$ cat config.mk
export PLATFORM = sky130hd
export DESIGN_NAME = cla_pipe_adder
export DESIGN_NICKNAME = d
export VERILOG_FILES = /design/src/rtl/cla_pkg.sv /design/src/rtl/cla_group.sv /design/src/rtl/cla_pipe_adder.sv
export SDC_FILE = /design/constraint.sdc
export NUM_CORES = 1
export LEC_CHECK = 0
export CAP_MARGIN = 20
export CORE_UTILIZATION = 60
export DETAILED_ROUTE_END_ITERATION = 12
export HOLD_SLACK_MARGIN = 0.12
export PLACE_DENSITY = 0.9
export SLEW_MARGIN = 20
export SYNTH_ARGS = -nofsm -noshare
export SYNTH_HDL_FRONTEND = slang
export SYNTH_SLANG_ARGS = --single-unit
$ cat constraint.sdc
create_clock -name clk -period 4.3 [get_ports clk]
set_clock_uncertainty 0.15 [all_clocks]
set_input_delay 0.86 -clock clk [delete_from_list [all_inputs] [get_ports clk]]
set_output_delay 0.86 -clock clk [all_outputs]
set_load 0.005 [all_outputs]
$ cat src/rtl/cla_pkg.sv
// cla_pkg: shared constants and group generate/propagate helper for the pipelined CLA
package cla_pkg;
  localparam int WIDTH_DEF = 16;
  localparam int GROUP_DEF = 4;
  localparam int MAXG = 32;
  typedef struct packed {
    logic gg;
    logic gp;
  } gp_t;
  // group generate/propagate over the low n bits of a slice
  function automatic gp_t grp_gp(input logic [MAXG-1:0] a, input logic [MAXG-1:0] b, input int n);
    gp_t r;
    r = '{gg: 1'b0, gp: 1'b1};
    for (int k = 0; k < MAXG; k++)
      if (k < n) begin
        r.gg = (a[k] & b[k]) | ((a[k] | b[k]) & r.gg);
        r.gp = r.gp & (a[k] | b[k]);
      end
    return r;
  endfunction
endpackage

$ cat src/rtl/cla_group.sv
// cla_group: combinational G-bit carry-lookahead slice
module cla_group
  import cla_pkg::*;
#(
  parameter int G = GROUP_DEF
) (
  input  logic [G-1:0] a,
  input  logic [G-1:0] b,
  input  logic         c_in,
  output logic [G-1:0] sum,
  output logic         c_out,
  output logic         c_msb_in
);
  logic [G:0] c;
  gp_t t;
  if (G > MAXG) begin : g_chk
    $error("cla_group: G exceeds MAXG");
  end
  // every carry is a flat lookahead term over the bits below it
  always_comb begin
    c = '0;
    t = '0;
    for (int j = 0; j <= G; j++) begin
      t = grp_gp(MAXG'(a), MAXG'(b), j);
      c[j] = t.gg | (t.gp & c_in);
    end
  end
  assign sum = a ^ b ^ c[G-1:0];
  assign c_out = c[G];
  assign c_msb_in = c[G-1];
endmodule

$ cat src/rtl/cla_pipe_adder.sv
// cla_pipe_adder: pipelined carry-lookahead add/sub, one group per stage, valid/ready handshake
module cla_pipe_adder
  import cla_pkg::*;
#(
  parameter int WIDTH = WIDTH_DEF,
  parameter int GROUP = GROUP_DEF
) (
  input  logic             clk,
  input  logic             rst,
  input  logic             in_valid,
  output logic             in_ready,
  input  logic [WIDTH-1:0] a,
  input  logic [WIDTH-1:0] b,
  input  logic             cin,
  input  logic             sub,
  output logic             out_valid,
  input  logic             out_ready,
  output logic [WIDTH-1:0] sum,
  output logic             cout,
  output logic             ovf
);
  localparam int NSTAGE = WIDTH / GROUP;
  if (WIDTH % GROUP != 0) begin : g_chk
    $error("cla_pipe_adder: WIDTH must be a multiple of GROUP");
  end
  logic             v  [NSTAGE];
  logic [WIDTH-1:0] ra [NSTAGE];
  logic [WIDTH-1:0] rb [NSTAGE];
  logic [WIDTH-1:0] rs [NSTAGE];
  logic             rc [NSTAGE];
  logic             rm [NSTAGE];
  logic             pv [NSTAGE];
  logic [WIDTH-1:0] pa [NSTAGE];
  logic [WIDTH-1:0] pb [NSTAGE];
  logic [WIDTH-1:0] ps [NSTAGE];
  logic             pc [NSTAGE];
  logic [WIDTH-1:0] ns [NSTAGE];
  logic [GROUP-1:0] ga [NSTAGE];
  logic [GROUP-1:0] gb [NSTAGE];
  logic [GROUP-1:0] gs [NSTAGE];
  logic             gc [NSTAGE];
  logic             gm [NSTAGE];
  logic [NSTAGE:0]  rdy;
  // stage inputs: stage 0 sees the conditioned operands, later stages the previous register
  always_comb begin
    pv[0] = in_valid;
    pa[0] = a;
    pb[0] = sub ? ~b : b;
    pc[0] = sub | cin;
    ps[0] = '0;
    for (int i = 1; i < NSTAGE; i++) begin
      pv[i] = v[i-1];
      pa[i] = ra[i-1];
      pb[i] = rb[i-1];
      pc[i] = rc[i-1];
      ps[i] = rs[i-1];
    end
    for (int i = 0; i < NSTAGE; i++) begin
      ga[i] = pa[i][i*GROUP +: GROUP];
      gb[i] = pb[i][i*GROUP +: GROUP];
    end
  end
  for (genvar g = 0; g < NSTAGE; g++) begin : g_grp
    cla_group #(.G(GROUP)) u_grp (
      .a        (ga[g]),
      .b        (gb[g]),
      .c_in     (pc[g]),
      .sum      (gs[g]),
      .c_out    (gc[g]),
      .c_msb_in (gm[g])
    );
  end
  // merge this stage's sum slice into the accumulated lower bits
  always_comb begin
    for (int i = 0; i < NSTAGE; i++) begin
      ns[i] = ps[i];
      ns[i][i*GROUP +: GROUP] = gs[i];
    end
  end
  // a stage can load when it is empty or its successor is loading
  always_comb begin
    rdy = '0;
    rdy[NSTAGE] = out_ready;
    for (int i = NSTAGE - 1; i >= 0; i--) rdy[i] = !v[i] || rdy[i+1];
  end
  // stage registers advance only when allowed; data holds otherwise
  always_ff @(posedge clk) begin
    for (int i = 0; i < NSTAGE; i++) begin
      if (rst) begin
        v[i]  <= 1'b0;
        ra[i] <= '0;
        rb[i] <= '0;
        rs[i] <= '0;
        rc[i] <= 1'b0;
        rm[i] <= 1'b0;
      end else if (rdy[i]) begin
        v[i] <= pv[i];
        if (pv[i]) begin
          ra[i] <= pa[i];
          rb[i] <= pb[i];
          rs[i] <= ns[i];
          rc[i] <= gc[i];
          rm[i] <= gm[i];
        end
      end
    end
  end
  assign in_ready  = rdy[0];
  assign out_valid = v[NSTAGE-1];
  assign sum       = rs[NSTAGE-1];
  assign cout      = rc[NSTAGE-1];
  assign ovf       = rc[NSTAGE-1] ^ rm[NSTAGE-1];
endmodule

==> impl_metrics.prom <==
# TYPE chip_impl_metric gauge
chip_impl_info{name="outcome",value="completed"} 1
chip_impl_metric{name="ys_warn_count",unit=""} 0
chip_impl_metric{name="yosysTopAreaCellShare",unit=""} 0.613
chip_impl_metric{name="dieWidth",unit="um"} 91.0
chip_impl_metric{name="syn_nets",unit=""} 439
chip_impl_metric{name="power.switching_fraction",unit=""} 0.218
chip_impl_metric{name="dp_cells",unit=""} 516
chip_impl_metric{name="switching_power",unit="W"} 0.000409
chip_impl_metric{name="via_count_of_the_first_global_routing_pass",unit=""} 2611
chip_impl_metric{name="remaining_drc_errors",unit=""} 0
chip_impl_metric{name="intPower",unit="W"} 0.00147
chip_impl_info{name="crit_chain",value="clkdlybuf4s50_1, and4b_2, nand2_1, clkdlybuf4s50_1"} 1
chip_impl_metric{name="final_weighted_congestion_in_routability_driven_placement",unit=""} 0.814
chip_impl_metric{name="layout-area-overhead-vs-synth",unit="%"} 17.7
chip_impl_metric{name="timing.critical_path.required",unit="ns"} 3.29
chip_impl_metric{name="finalMaxSlewViolations",unit=""} 0
chip_impl_metric{name="number_of_buffers_created_by_cts",unit=""} 9
chip_impl_metric{name="crit_cells",unit=""} 4
chip_impl_info{name="clock_tree_from_tritoncts",value="yes"} 1
chip_impl_metric{name="slowest_delay",unit="ns"} 0.53
chip_impl_metric{name="postRouteAntennaNets",unit=""} 0
chip_impl_metric{name="route.detailed.vias_per_inst",unit=""} 5.01
chip_impl_info{name="worst_path_max_delay_cell",value="clkdlybuf4s50_1"} 1
chip_impl_metric{name="fin_nets",unit=""} 499
chip_impl_metric{name="synth.yosys.seq_area_share",unit=""} 0.613
chip_impl_metric{name="clock-sinks",unit=""} 97
chip_impl_metric{name="antenna-diode-count",unit=""} 0
chip_impl_info{name="grt_setup_unrepaired",value="no"} 1
chip_impl_info{name="postSynth.topFlopCell",value="edfxtp_1"} 1
chip_impl_metric{name="multiInputGateArea",unit="um^2"} 1580
chip_impl_metric{name="setup_viol_count_final",unit=""} 0
chip_impl_metric{name="fp.coreArea",unit="um^2"} 7690
chip_impl_metric{name="power.combinational.fraction",unit=""} 0.107
chip_impl_metric{name="dr.pass1.iters",unit=""} 4
chip_impl_info{name="hp-class",value="reg2reg"} 1
chip_impl_metric{name="die_footprint",unit="um^2"} 8270
chip_impl_metric{name="max_cap_viol_count",unit=""} 0
chip_impl_metric{name="finalCoreUtilization",unit=""} 0.727
chip_impl_metric{name="critPathArrivalTime",unit="ns"} 2.33
chip_impl_metric{name="synth_enable_flop_cells",unit=""} 97
chip_impl_metric{name="leakagePower",unit="nW"} 2.27
chip_impl_metric{name="fin_tns_setup",unit="ns"} 0
chip_impl_metric{name="fin_area",unit="um^2"} 5590
chip_impl_metric{name="finalWorstPathRequiredPeriod",unit="ns"} 3.34
chip_impl_metric{name="routedWlPerCell",unit="um"} 11.9
chip_impl_metric{name="fp.dieH",unit="um"} 91.0
chip_impl_metric{name="critical_path.n_buffers_inverters",unit=""} 2
chip_impl_metric{name="layout.filler_cells",unit=""} 532
chip_impl_metric{name="power.sequential.fraction",unit=""} 0.594
chip_impl_info{name="yosys-top-cells-area",value="edfxtp_1, ha_1, and2_1, inv_1, xnor2_1"} 1
chip_impl_metric{name="cts-root-to-sink-buffers",unit=""} 2
chip_impl_metric{name="std_cell_rows",unit=""} 32
chip_impl_metric{name="clk_pin_slew_worst_paths",unit="ns"} 0.08
chip_impl_metric{name="ys_types",unit=""} 38
chip_impl_info{name="cp-startpoint",value="out_ready"} 1
chip_impl_metric{name="floorplan.initialDensity",unit=""} 0.618
chip_impl_metric{name="clock_latency",unit="ns"} 0.35
chip_impl_metric{name="achievable-frequency",unit="MHz"} 300
chip_impl_info{name="rr_startpoint",value="v[1][1]"} 1
chip_impl_metric{name="antenna_found_initial",unit=""} 0
chip_impl_metric{name="pwr-share-clk",unit=""} 0.299
chip_impl_metric{name="h-tree-depth",unit=""} 3
chip_impl_metric{name="worst-r2r-setup-slack",unit="ns"} 2.32
chip_impl_metric{name="grt_max_degree",unit=""} 30
chip_impl_info{name="setup.worst_path.start_class",value="input port"} 1
chip_impl_metric{name="asyncSetResetFlopFracSynth",unit=""} 0
chip_impl_metric{name="hold_violations",unit=""} 0
chip_impl_metric{name="grt.overflow.total",unit=""} 0
chip_impl_metric{name="grt_usage",unit=""} 0.169
chip_impl_metric{name="min_delay_path_depth",unit=""} 1
chip_impl_metric{name="dr_vias",unit=""} 2664
chip_impl_metric{name="final_cell_count_no_fill",unit=""} 532
chip_impl_metric{name="fin_crit_sh",unit=""} 0.776
chip_impl_metric{name="final_wirelength",unit="um"} 6350
chip_impl_metric{name="drtIter0Drc",unit=""} 75
chip_impl_metric{name="drive_above_1_share",unit=""} 0.0930
chip_impl_metric{name="io_buffer_count",unit=""} 57
chip_impl_metric{name="postCtsResizedCells",unit=""} 0
chip_impl_info{name="endpoint_kind",value="primary output"} 1
chip_impl_metric{name="slew_headroom",unit=""} 0.409
chip_impl_metric{name="synth_cells",unit=""} 365
chip_impl_metric{name="critical_path_peak_fanout",unit=""} 3
chip_impl_metric{name="cts_post_setup_buffers_inserted",unit=""} 0
chip_impl_info{name="worst_path_most_repeated_cell",value="clkdlybuf4s50_1"} 1
chip_impl_metric{name="floorplan.io_pins",unit=""} 58
chip_impl_metric{name="power_per_cell_area",unit="nW/um^2"} 336
chip_impl_metric{name="grt_pass1_wl",unit="um"} 11000
chip_impl_metric{name="register_area",unit="um^2"} 2910
chip_impl_info{name="synth.largest_area_cell",value="edfxtp_1"} 1
chip_impl_metric{name="ys_ff_latch",unit=""} 97
chip_impl_metric{name="worst_ir_drop_vdd",unit="uV"} 247
chip_impl_info{name="cts-root-buf",value="clkbuf_8"} 1
chip_impl_info{name="worst-setup-path-type",value="in2out"} 1
chip_impl_metric{name="post_synth.cell_area_avg",unit="um^2"} 13.0
chip_impl_info{name="timing.critical_path.max_delay_family",value="buffers and inverters"} 1
chip_impl_metric{name="dpl.hpwl",unit="um"} 4750
chip_impl_metric{name="cts_hold_repair.buffers",unit=""} 0
chip_impl_metric{name="totalPowerFinal",unit="W"} 0.00188
chip_impl_metric{name="netlist_area",unit="um^2"} 4750
chip_impl_metric{name="cell_area_placed",unit="um^2"} 5390
chip_impl_info{name="min_from",value="rs[2][9]"} 1
chip_impl_metric{name="tightest_slew",unit="ns"} 0.886
chip_impl_metric{name="worstRegToRegCells",unit=""} 3
## cell families (layout without fill, tap and decap cells)
kind of cell,count (synthesis),after routing,synth area share
and+or+nand+nor,114,114,0.142
DFF,97,97,0.613
buffers and inverters,59,124,0.0530
AOI/OAI and AO/OA,37,37,0.0501
adders and majority gates,36,36,0.101
xor gates and xnor gates,22,22,0.0406
## layer usage
layer  vias up  wire length (um)  GRT usage
met5         -                 0          0
met1      1207              2580      0.190
met3        22               316     0.0318
met4         0               222      0.107
li1       1335                 -          -
met2       100              3230      0.297
## per-stage QoR
stage	setup slack (ns)	hold WS, ns
finish	0.963	0.371
global route	0.905	0.390
CTS	0.972	0.374
detailed placement	0.817	0.355
global placement	0.948	0.353
floorplan	1.65	0.347
## cell usage after synthesis, types with 4 or more instances
master and instances:
fa_1 4, nor2b_1 4, inv_1 47, xor2_1 9
buf_2 5, a21o_1 6, edfxtp_1 97, a21oi_1 15
o21a_1 4, o21ai_0 5, nand2b_1 7, and2_1 48
ha_1 32, and2_2 12, nor2_1 23, xnor2_1 13
nand3_1 5
## state kept, by name (all words and copies together), names as in the netlist
name,cells
rs,40
ra,24
rb,24
rc,4
v,4
rm,1
## final timing paths
check / to
setup / recovery: in_ready
hold / removal: rs[3][9]
setup reg to reg: rb[0][26]
hold reg to reg: rs[3][9]
## area by class of cell
class,instances,share of cell area
well taps,102,0.0228
repair buffers,59,0.105
flip-flops and latches,97,0.521
inverters,49,0.0329
clock inverters,7,0.0123
clock buffers,9,0.0222
multi-input cells,209,0.284
## power by group through the flow
stage               Clock [W]  Sequential, W  Combinational [W]
floorplan                   0        0.00113           0.000122
global placement            0        0.00114           0.000189
detailed placement          0        0.00114           0.000201
CTS                  0.000570        0.00112           0.000203
global route         0.000599        0.00112           0.000226
finish               0.000561        0.00112           0.000202
## placed cells by master, fill, tap and decap left out, types with 5 or more instances in the layout
cell,instances
a21oi_1,15
nand2b_1,7
o21ai_0,5
ha_1,32
edfxtp_1,97
clkdlybuf4s50_1,57
xnor2_1,13
clkbuf_8,9
and2_2,12
inv_1,47
a21o_1,6
nand3_1,5
nor2_1,23
xor2_1,9
and2_1,48
Power figures use the tool's default switching activity.
